**src/rtl/vid_resolution_detect_if.sv**
```systemverilog
// Video timing input stream and measurement results for vid_resolution_detect.
interface vid_resolution_detect_if #(
    parameter int unsigned CNT_WIDTH = 16
);
    logic                 datavalid;
    logic                 hsync;
    logic                 vsync;
    logic [CNT_WIDTH-1:0] active_width;
    logic [CNT_WIDTH-1:0] active_height;
    logic [CNT_WIDTH-1:0] total_width;
    logic                 stable;
    logic                 res_change;
    logic                 overflow;

    modport master (
        output datavalid, hsync, vsync,
        input  active_width, active_height, total_width, stable, res_change, overflow
    );

    modport slave (
        input  datavalid, hsync, vsync,
        output active_width, active_height, total_width, stable, res_change, overflow
    );
endinterface

```
**src/rtl/vid_resolution_detect.sv**
```systemverilog
// Measures active width/height and line period per frame; flags a stable format
// once consecutive frames agree and pulses res_change when stability is lost.
module vid_resolution_detect #(
    parameter int unsigned CNT_WIDTH    = 16,
    parameter int unsigned STABLE_COUNT = 2
) (
    input  logic                   clk,
    input  logic                   rst,
    vid_resolution_detect_if.slave vid
);
    localparam int unsigned MATCH_W = 4;
    localparam logic [CNT_WIDTH-1:0] CNT_MAX = {CNT_WIDTH{1'b1}};
    localparam logic [CNT_WIDTH-1:0] CNT_ONE = CNT_WIDTH'(1);
    localparam logic [MATCH_W-1:0]   MATCH_TGT = MATCH_W'(STABLE_COUNT);

    typedef enum logic {ST_UNARMED, ST_ARMED} state_t;

    state_t               state_q, state_n;
    logic                 hsync_q, hsync_n, vsync_q, vsync_n;
    logic [CNT_WIDTH-1:0] pix_q, pix_n, tot_q, tot_n, line_cnt_q, line_cnt_n;
    logic [CNT_WIDTH-1:0] frame_w_q, frame_w_n, frame_tot_q, frame_tot_n;
    logic                 first_q, first_n, incons_q, incons_n, ovf_q, ovf_n;
    logic                 prev_valid_q, prev_valid_n;
    logic [CNT_WIDTH-1:0] prev_w_q, prev_w_n, prev_h_q, prev_h_n, prev_t_q, prev_t_n;
    logic [MATCH_W-1:0]   match_q, match_n;
    logic [CNT_WIDTH-1:0] aw_q, aw_n, ah_q, ah_n, tw_q, tw_n;
    logic                 ovf_out_q, ovf_out_n, stable_q, stable_n, rc_q, rc_n;
    logic                 h_rise, v_rise, sat, good;

    // State register; everything clears asynchronously on rst.
    always_ff @(posedge clk or posedge rst) begin
        if (rst) begin
            state_q      <= ST_UNARMED;
            hsync_q      <= 1'b0;
            vsync_q      <= 1'b0;
            pix_q        <= '0;
            tot_q        <= '0;
            line_cnt_q   <= '0;
            frame_w_q    <= '0;
            frame_tot_q  <= '0;
            first_q      <= 1'b0;
            incons_q     <= 1'b0;
            ovf_q        <= 1'b0;
            prev_valid_q <= 1'b0;
            prev_w_q     <= '0;
            prev_h_q     <= '0;
            prev_t_q     <= '0;
            match_q      <= '0;
            aw_q         <= '0;
            ah_q         <= '0;
            tw_q         <= '0;
            ovf_out_q    <= 1'b0;
            stable_q     <= 1'b0;
            rc_q         <= 1'b0;
        end else begin
            state_q      <= state_n;
            hsync_q      <= hsync_n;
            vsync_q      <= vsync_n;
            pix_q        <= pix_n;
            tot_q        <= tot_n;
            line_cnt_q   <= line_cnt_n;
            frame_w_q    <= frame_w_n;
            frame_tot_q  <= frame_tot_n;
            first_q      <= first_n;
            incons_q     <= incons_n;
            ovf_q        <= ovf_n;
            prev_valid_q <= prev_valid_n;
            prev_w_q     <= prev_w_n;
            prev_h_q     <= prev_h_n;
            prev_t_q     <= prev_t_n;
            match_q      <= match_n;
            aw_q         <= aw_n;
            ah_q         <= ah_n;
            tw_q         <= tw_n;
            ovf_out_q    <= ovf_out_n;
            stable_q     <= stable_n;
            rc_q         <= rc_n;
        end
    end

    // Line counting, line close, then frame close (a coincident line close lands in the ending frame).
    always_comb begin
        state_n      = state_q;
        hsync_n      = vid.hsync;
        vsync_n      = vid.vsync;
        pix_n        = pix_q;
        tot_n        = tot_q;
        line_cnt_n   = line_cnt_q;
        frame_w_n    = frame_w_q;
        frame_tot_n  = frame_tot_q;
        first_n      = first_q;
        incons_n     = incons_q;
        ovf_n        = ovf_q;
        prev_valid_n = prev_valid_q;
        prev_w_n     = prev_w_q;
        prev_h_n     = prev_h_q;
        prev_t_n     = prev_t_q;
        match_n      = match_q;
        aw_n         = aw_q;
        ah_n         = ah_q;
        tw_n         = tw_q;
        ovf_out_n    = ovf_out_q;
        h_rise       = vid.hsync & ~hsync_q;
        v_rise       = vid.vsync & ~vsync_q;
        sat          = 1'b0;
        good         = 1'b0;

        if (h_rise) begin
            pix_n = CNT_WIDTH'(vid.datavalid);
        end else if (vid.datavalid) begin
            if (pix_q == CNT_MAX) sat = 1'b1;
            else                  pix_n = pix_q + CNT_ONE;
        end

        if (h_rise)                tot_n = CNT_ONE;
        else if (tot_q == CNT_MAX) sat = 1'b1;
        else                       tot_n = tot_q + CNT_ONE;

        if (h_rise) begin
            frame_tot_n = tot_q;
            if (pix_q != '0) begin
                if (line_cnt_q == CNT_MAX) sat = 1'b1;
                else                       line_cnt_n = line_cnt_q + CNT_ONE;
                if (!first_q) begin
                    frame_w_n = pix_q;
                    first_n   = 1'b1;
                end else if (pix_q != frame_w_q) begin
                    incons_n = 1'b1;
                end
            end
        end

        if (sat) ovf_n = 1'b1;

        if (v_rise) begin
            if (state_q == ST_UNARMED) begin
                state_n     = ST_ARMED;
                frame_w_n   = '0;
                frame_tot_n = '0;
            end else begin
                good = prev_valid_q && (frame_w_n == prev_w_q) && (line_cnt_n == prev_h_q) &&
                       (frame_tot_n == prev_t_q) && (line_cnt_n != '0) && !incons_n && !ovf_n;
                if (!good)                    match_n = '0;
                else if (match_q != MATCH_TGT) match_n = match_q + MATCH_W'(1);
                aw_n         = frame_w_n;
                ah_n         = line_cnt_n;
                tw_n         = frame_tot_n;
                ovf_out_n    = ovf_n;
                prev_w_n     = frame_w_n;
                prev_h_n     = line_cnt_n;
                prev_t_n     = frame_tot_n;
                prev_valid_n = 1'b1;
            end
            line_cnt_n = '0;
            first_n    = 1'b0;
            incons_n   = 1'b0;
            ovf_n      = 1'b0;
        end

        stable_n = (match_n == MATCH_TGT);
        rc_n     = stable_q & ~stable_n;
    end

    assign vid.active_width  = aw_q;
    assign vid.active_height = ah_q;
    assign vid.total_width   = tw_q;
    assign vid.overflow      = ovf_out_q;
    assign vid.stable        = stable_q;
    assign vid.res_change    = rc_q;
endmodule

```
**src/flat_wrapper.sv**
```systemverilog
// flat-port wrapper written by rule: the top's interface ports become plain ports
module vid_resolution_detect_flat 
#(
    parameter int unsigned CNT_WIDTH    = 16,
    parameter int unsigned STABLE_COUNT = 2
)
  (clk, rst, vid_datavalid, vid_hsync, vid_vsync, vid_active_width, vid_active_height, vid_total_width, vid_stable, vid_res_change, vid_overflow);
  vid_resolution_detect_if #(.CNT_WIDTH(CNT_WIDTH)) vid_i ();
  input  logic clk;
  input  logic rst;
  input wire logic [$bits(vid_i.datavalid)-1:0] vid_datavalid;
  input wire logic [$bits(vid_i.hsync)-1:0] vid_hsync;
  input wire logic [$bits(vid_i.vsync)-1:0] vid_vsync;
  output wire logic [$bits(vid_i.active_width)-1:0] vid_active_width;
  output wire logic [$bits(vid_i.active_height)-1:0] vid_active_height;
  output wire logic [$bits(vid_i.total_width)-1:0] vid_total_width;
  output wire logic [$bits(vid_i.stable)-1:0] vid_stable;
  output wire logic [$bits(vid_i.res_change)-1:0] vid_res_change;
  output wire logic [$bits(vid_i.overflow)-1:0] vid_overflow;
  assign vid_i.datavalid = vid_datavalid;
  assign vid_i.hsync = vid_hsync;
  assign vid_i.vsync = vid_vsync;
  assign vid_active_width = vid_i.active_width;
  assign vid_active_height = vid_i.active_height;
  assign vid_total_width = vid_i.total_width;
  assign vid_stable = vid_i.stable;
  assign vid_res_change = vid_i.res_change;
  assign vid_overflow = vid_i.overflow;
  vid_resolution_detect #(.CNT_WIDTH(CNT_WIDTH), .STABLE_COUNT(STABLE_COUNT)) u_core (.clk(clk), .rst(rst), .vid(vid_i));
endmodule
```
**config.mk**
```make
export PLATFORM = sky130hd
export DESIGN_NAME = vid_resolution_detect_flat
export DESIGN_NICKNAME = d
export VERILOG_FILES = /design/src/rtl/vid_resolution_detect_if.sv /design/src/rtl/vid_resolution_detect.sv /design/src/flat_wrapper.sv
export SDC_FILE = /design/constraint.sdc
export NUM_CORES = 1
export LEC_CHECK = 0
export BUFFER_PORTS_ARGS = -buffer_cell sky130_fd_sc_hd__buf_2
export CAP_MARGIN = 20
export CELL_PAD_IN_SITES_DETAIL_PLACEMENT = 1
export CELL_PAD_IN_SITES_GLOBAL_PLACEMENT = 1
export CORE_MARGIN = 4
export CORE_UTILIZATION = 51
export DETAILED_ROUTE_END_ITERATION = 7
export PLACE_DENSITY_LB_ADDON = 0.1
export SLEW_MARGIN = 20
export SYNTH_ARGS = -nofsm -noshare
export SYNTH_HDL_FRONTEND = slang
export SYNTH_SLANG_ARGS = --single-unit
```
**constraint.sdc**
```tcl
create_clock -name clk -period 11.1 [get_ports clk]
set_input_delay 2.22 -clock clk [delete_from_list [all_inputs] [get_ports clk]]
set_output_delay 2.22 -clock clk [all_outputs]
set_load 0.01 [all_outputs]
```
==> results by group <==
Clock tree
  • Clock latency on the worst-skew pair: 430 ps
  • Worst-path clk slew: ~60 ps
  • Clk sink count: approximately 140
  • Post CTS Setup Buffer Count: 0
  • Clock buffer depth: 2
  • CTS root buf: clkbuf_16
  • Cts repair resizes: 0
  • H-tree depth: 4
  • TritonCTS clock tree: built
  • TritonCTS buffer count: 17
  • CTS Hold Bufs: 0

Cells and area
  • Finished Core Util: approximately three fifths
  • Final Non-Filler Cells: 1087
  • Antenna diode count: 0
  • Commonest non-fill, non-tap cell in the layout: dfrtp_1
  • Area grow syn2layout: 12.60%
  • Layout cells sized above 1: 12.90%
  • Multi-input logic area: 0.003966 sq mm
  • Register area: 0.003553 sq mm
  • Fill cell count: approximately 1700
  • Commonest non-fill, non-tap cells in the layout: dfrtp_1 (142), nor2_1 (103), nand2_1 (84), o21ai_0 (72), xor2_1 (64)
  • Nets: ~900

GRT
  • GR Overflow Total: 0
  • Vias in the first global route: approximately 7000
  • Pin count of the biggest net entering global routing: 83
  • First-pass GRT wire length: 38470 um
  • Initial antenna violation count: 1
  • Gr usage total: 27.33%

Worst setup path
  • Worst Setup End Kind: flop
  • Crit path kind: input pin to flop
  • CP required: 11410 ps
  • WP data arrival: 6580 ps
  • Max Fanout on Critical Path: 27
  • Worst-case reg-to-reg path depth: 12
  • Crit path launch type: input pin

Power
  • Sequential cell fraction of total power: 41.1%
  • Internal Power: 1.048 mW
  • Psw: 0.4497 mW
  • Cell area power density: 169.1 mW/mm^2
  • Max rail drop VDD: 0.1112 mV
  • Static Leak: between 4 and 5 nW
  • Clk pwr share: 41.2%
  • Power Total: 1.498 mW
  • Switching part of the total power: 30.02%
  • Combinational share of power: 17.8%

Routing
  • Pre-Repair DR Iteration Count: 5
  • DRC errors left: 0
  • Vias/cell: 6.211
  • Drt wl/cell: 21.74 um
  • Overall via count from detail_route: around 6800
  • Detail Route Antenna Nets: 0
  • Final wirelength: 23630 um
  • DRT iter0 DRCs: 588

Timing
  • Final setup TNS: 0 ps
  • Worst Slack Setup Final: about 4800 ps
  • Max-slew violations: 0
  • RSZ-0062 raised after global routing: no
  • Min Tclk post-route: 6272 ps
  • Worst slew pin tran: 785.4 ps
  • Setup violators final: 0
  • Max Clk Rate: ~160 MHz
  • Final Hold Fails: 0
  • Rel. slew slack: 47.21%
  • Worst-case clock skew: 12.08 ps
  • Ratio of final minimum period to clock period: 56.50%

Synth
  • Synth Warn #: 0
  • Top_reg_cell synth: dfrtp_1
  • Syn Std Cell Area: 0.007866 sq mm
  • Seq cells post-synth: 142
  • Syn_nets: 877
  • Number of synthesized flops with an enable pin: 0
  • Post-synthesis sequential area ratio: between 40% and 50%
  • Mean Syn Cell Area: 9.083 sq um
  • Yosys cell types: 63
  • Cell count after synthesis: 866
  • Post-synth ARST share: 100.0%

Floorplanning
  • Die Span X: between 100 and 150 um
  • Die H: 132.2 um
  • Starting Density: 51.94%
  • IO Pins: 56
  • Die footprint: 0.01748 sq mm
  • Row count: 45
  • Core area: 0.01515 sq mm

Min path
  • HP Class: flop to flop
  • Hold depth: 1

Placed design
  • GPL Wtd Cong: approximately 0.9
  • PortBufs: 55
  • Placed Cells: 1056
  • DP HPWL: 15990 um
  • DP Worst Slack: 4165 ps

Run
  • Max cap viols: 0

Outcome
  • Status: completed
## per-stage QoR
step                      hold WS [ps]  cell area, sq um
final                            489.5              8857
after global routing             508.6              8857
after CTS                        492.4              8830
after detailed placement         452.6              8200
after global placement           453.0              8200
after floorplan                  427.5              7866
## sequential cells by signal, indices dropped and copies added (netlist names)
name,count
u_core.hsync_q,1
u_core.vid.overflow,1
u_core.frame_tot_q,16
u_core.first_q,1
u_core.pix_q,16
u_core.tot_q,16
u_core.frame_w_q,16
u_core.ovf_q,1
u_core.match_q,4
u_core.state_q,1
u_core.prev_valid_q,1
u_core.prev_w_q,16
u_core.vsync_q,1
u_core.incons_q,1
u_core.prev_t_q,16
u_core.line_cnt_q,16
u_core.vid.res_change,1
u_core.vid.stable,1
u_core.prev_h_q,16
## synth_stat cells (5+ instances only)
cell type,instances,share of area (%)
nand2b_1,8,0.64
nand2_1,85,4.1
o221ai_1,6,0.67
and3_1,12,0.95
a2111oi_0,5,0.56
a21oi_1,26,1.7
buf_2,12,0.76
nand3_1,17,1.1
ha_1,6,0.95
mux2i_1,21,2.7
inv_1,28,1.3
or2_2,6,0.48
or4_1,8,0.76
or3_1,11,0.87
nor4_1,11,0.87
o22ai_1,9,0.72
clkbuf_1,42,2.0
a221oi_1,5,0.56
nor2_1,103,4.9
nor2b_1,10,0.80
and2_1,8,0.64
xnor2_1,27,3.0
o21ai_0,72,4.6
nand4_1,30,2.4
nor3_1,11,0.70
a31oi_1,12,0.95
dfrtp_1,142,45
xor2_1,64,7.1
## metal layers
metal | wire, um | up-vias | track usage [%]
li1 | - | 3082 | -
met1 | 10690 | 3436 | 37.53
met2 | 11470 | 194 | 44.13
met3 | 1066 | 37 | 5.267
met4 | 398 | 2 | 8.545
met5 | 9 | - | 0
## path summary, 6_finish.rpt
check | to | start | slack, ps
max in group asynchronous | u_core.line_cnt_q[10] | rst | 7970
setup reg to reg | u_core.vid.stable | u_core.pix_q[0] | 6150
hold reg to reg | u_core.prev_valid_q | u_core.prev_valid_q | 490
setup / recovery | u_core.vid.stable | vid_hsync | 4830
min in group asynchronous | u_core.hsync_q | rst | 1920
hold / removal | u_core.prev_valid_q | u_core.prev_valid_q | 490
## power groups by stage
stage	clock network, mW	registers [mW]	logic, mW
after floorplan	0	0.605	0.181
after CTS	0.623	0.613	0.262
final	0.617	0.615	0.266
after global placement	0	0.619	0.247
after global routing	0.651	0.620	0.292
after detailed placement	0	0.622	0.256
## logic make-up after synthesis
| family | after synthesis | share of synthesized area [%] |
|---|---|---|
| AND/OR/NAND/NOR | 337 | 21.81 |
| AO/OA/AOI/OAI | 177 | 14.22 |
| flip-flops | 142 | 45.17 |
| XOR/XNOR | 91 | 10.13 |
| buffers and inverters | 89 | 4.628 |
| multiplexers | 23 | 2.958 |
| adder cells (fa/ha/maj) | 7 | 1.082 |
## cell type report
type,instances,share of cell area (%)
Clock inverter,10,1.836
Clock buffer,20,5.269
Sequential cell,142,40.12
Multi-Input combinational cell,635,44.78
Tap cell,188,2.656
Inverter,28,1.243
Timing Repair Buffer,64,4.097
## worst max-delay path, cell delays in order
cell	delay, ps
buf_2	110
nor2b_4	470
buf_16	240
mux2i_1	330
xor2_1	250
o2111ai_1	180
or4_1	600
or4_1	530
or4_1	600
or3_1	480
or3_1	390
and3_1	190
(Power assumes the default switching activity.)
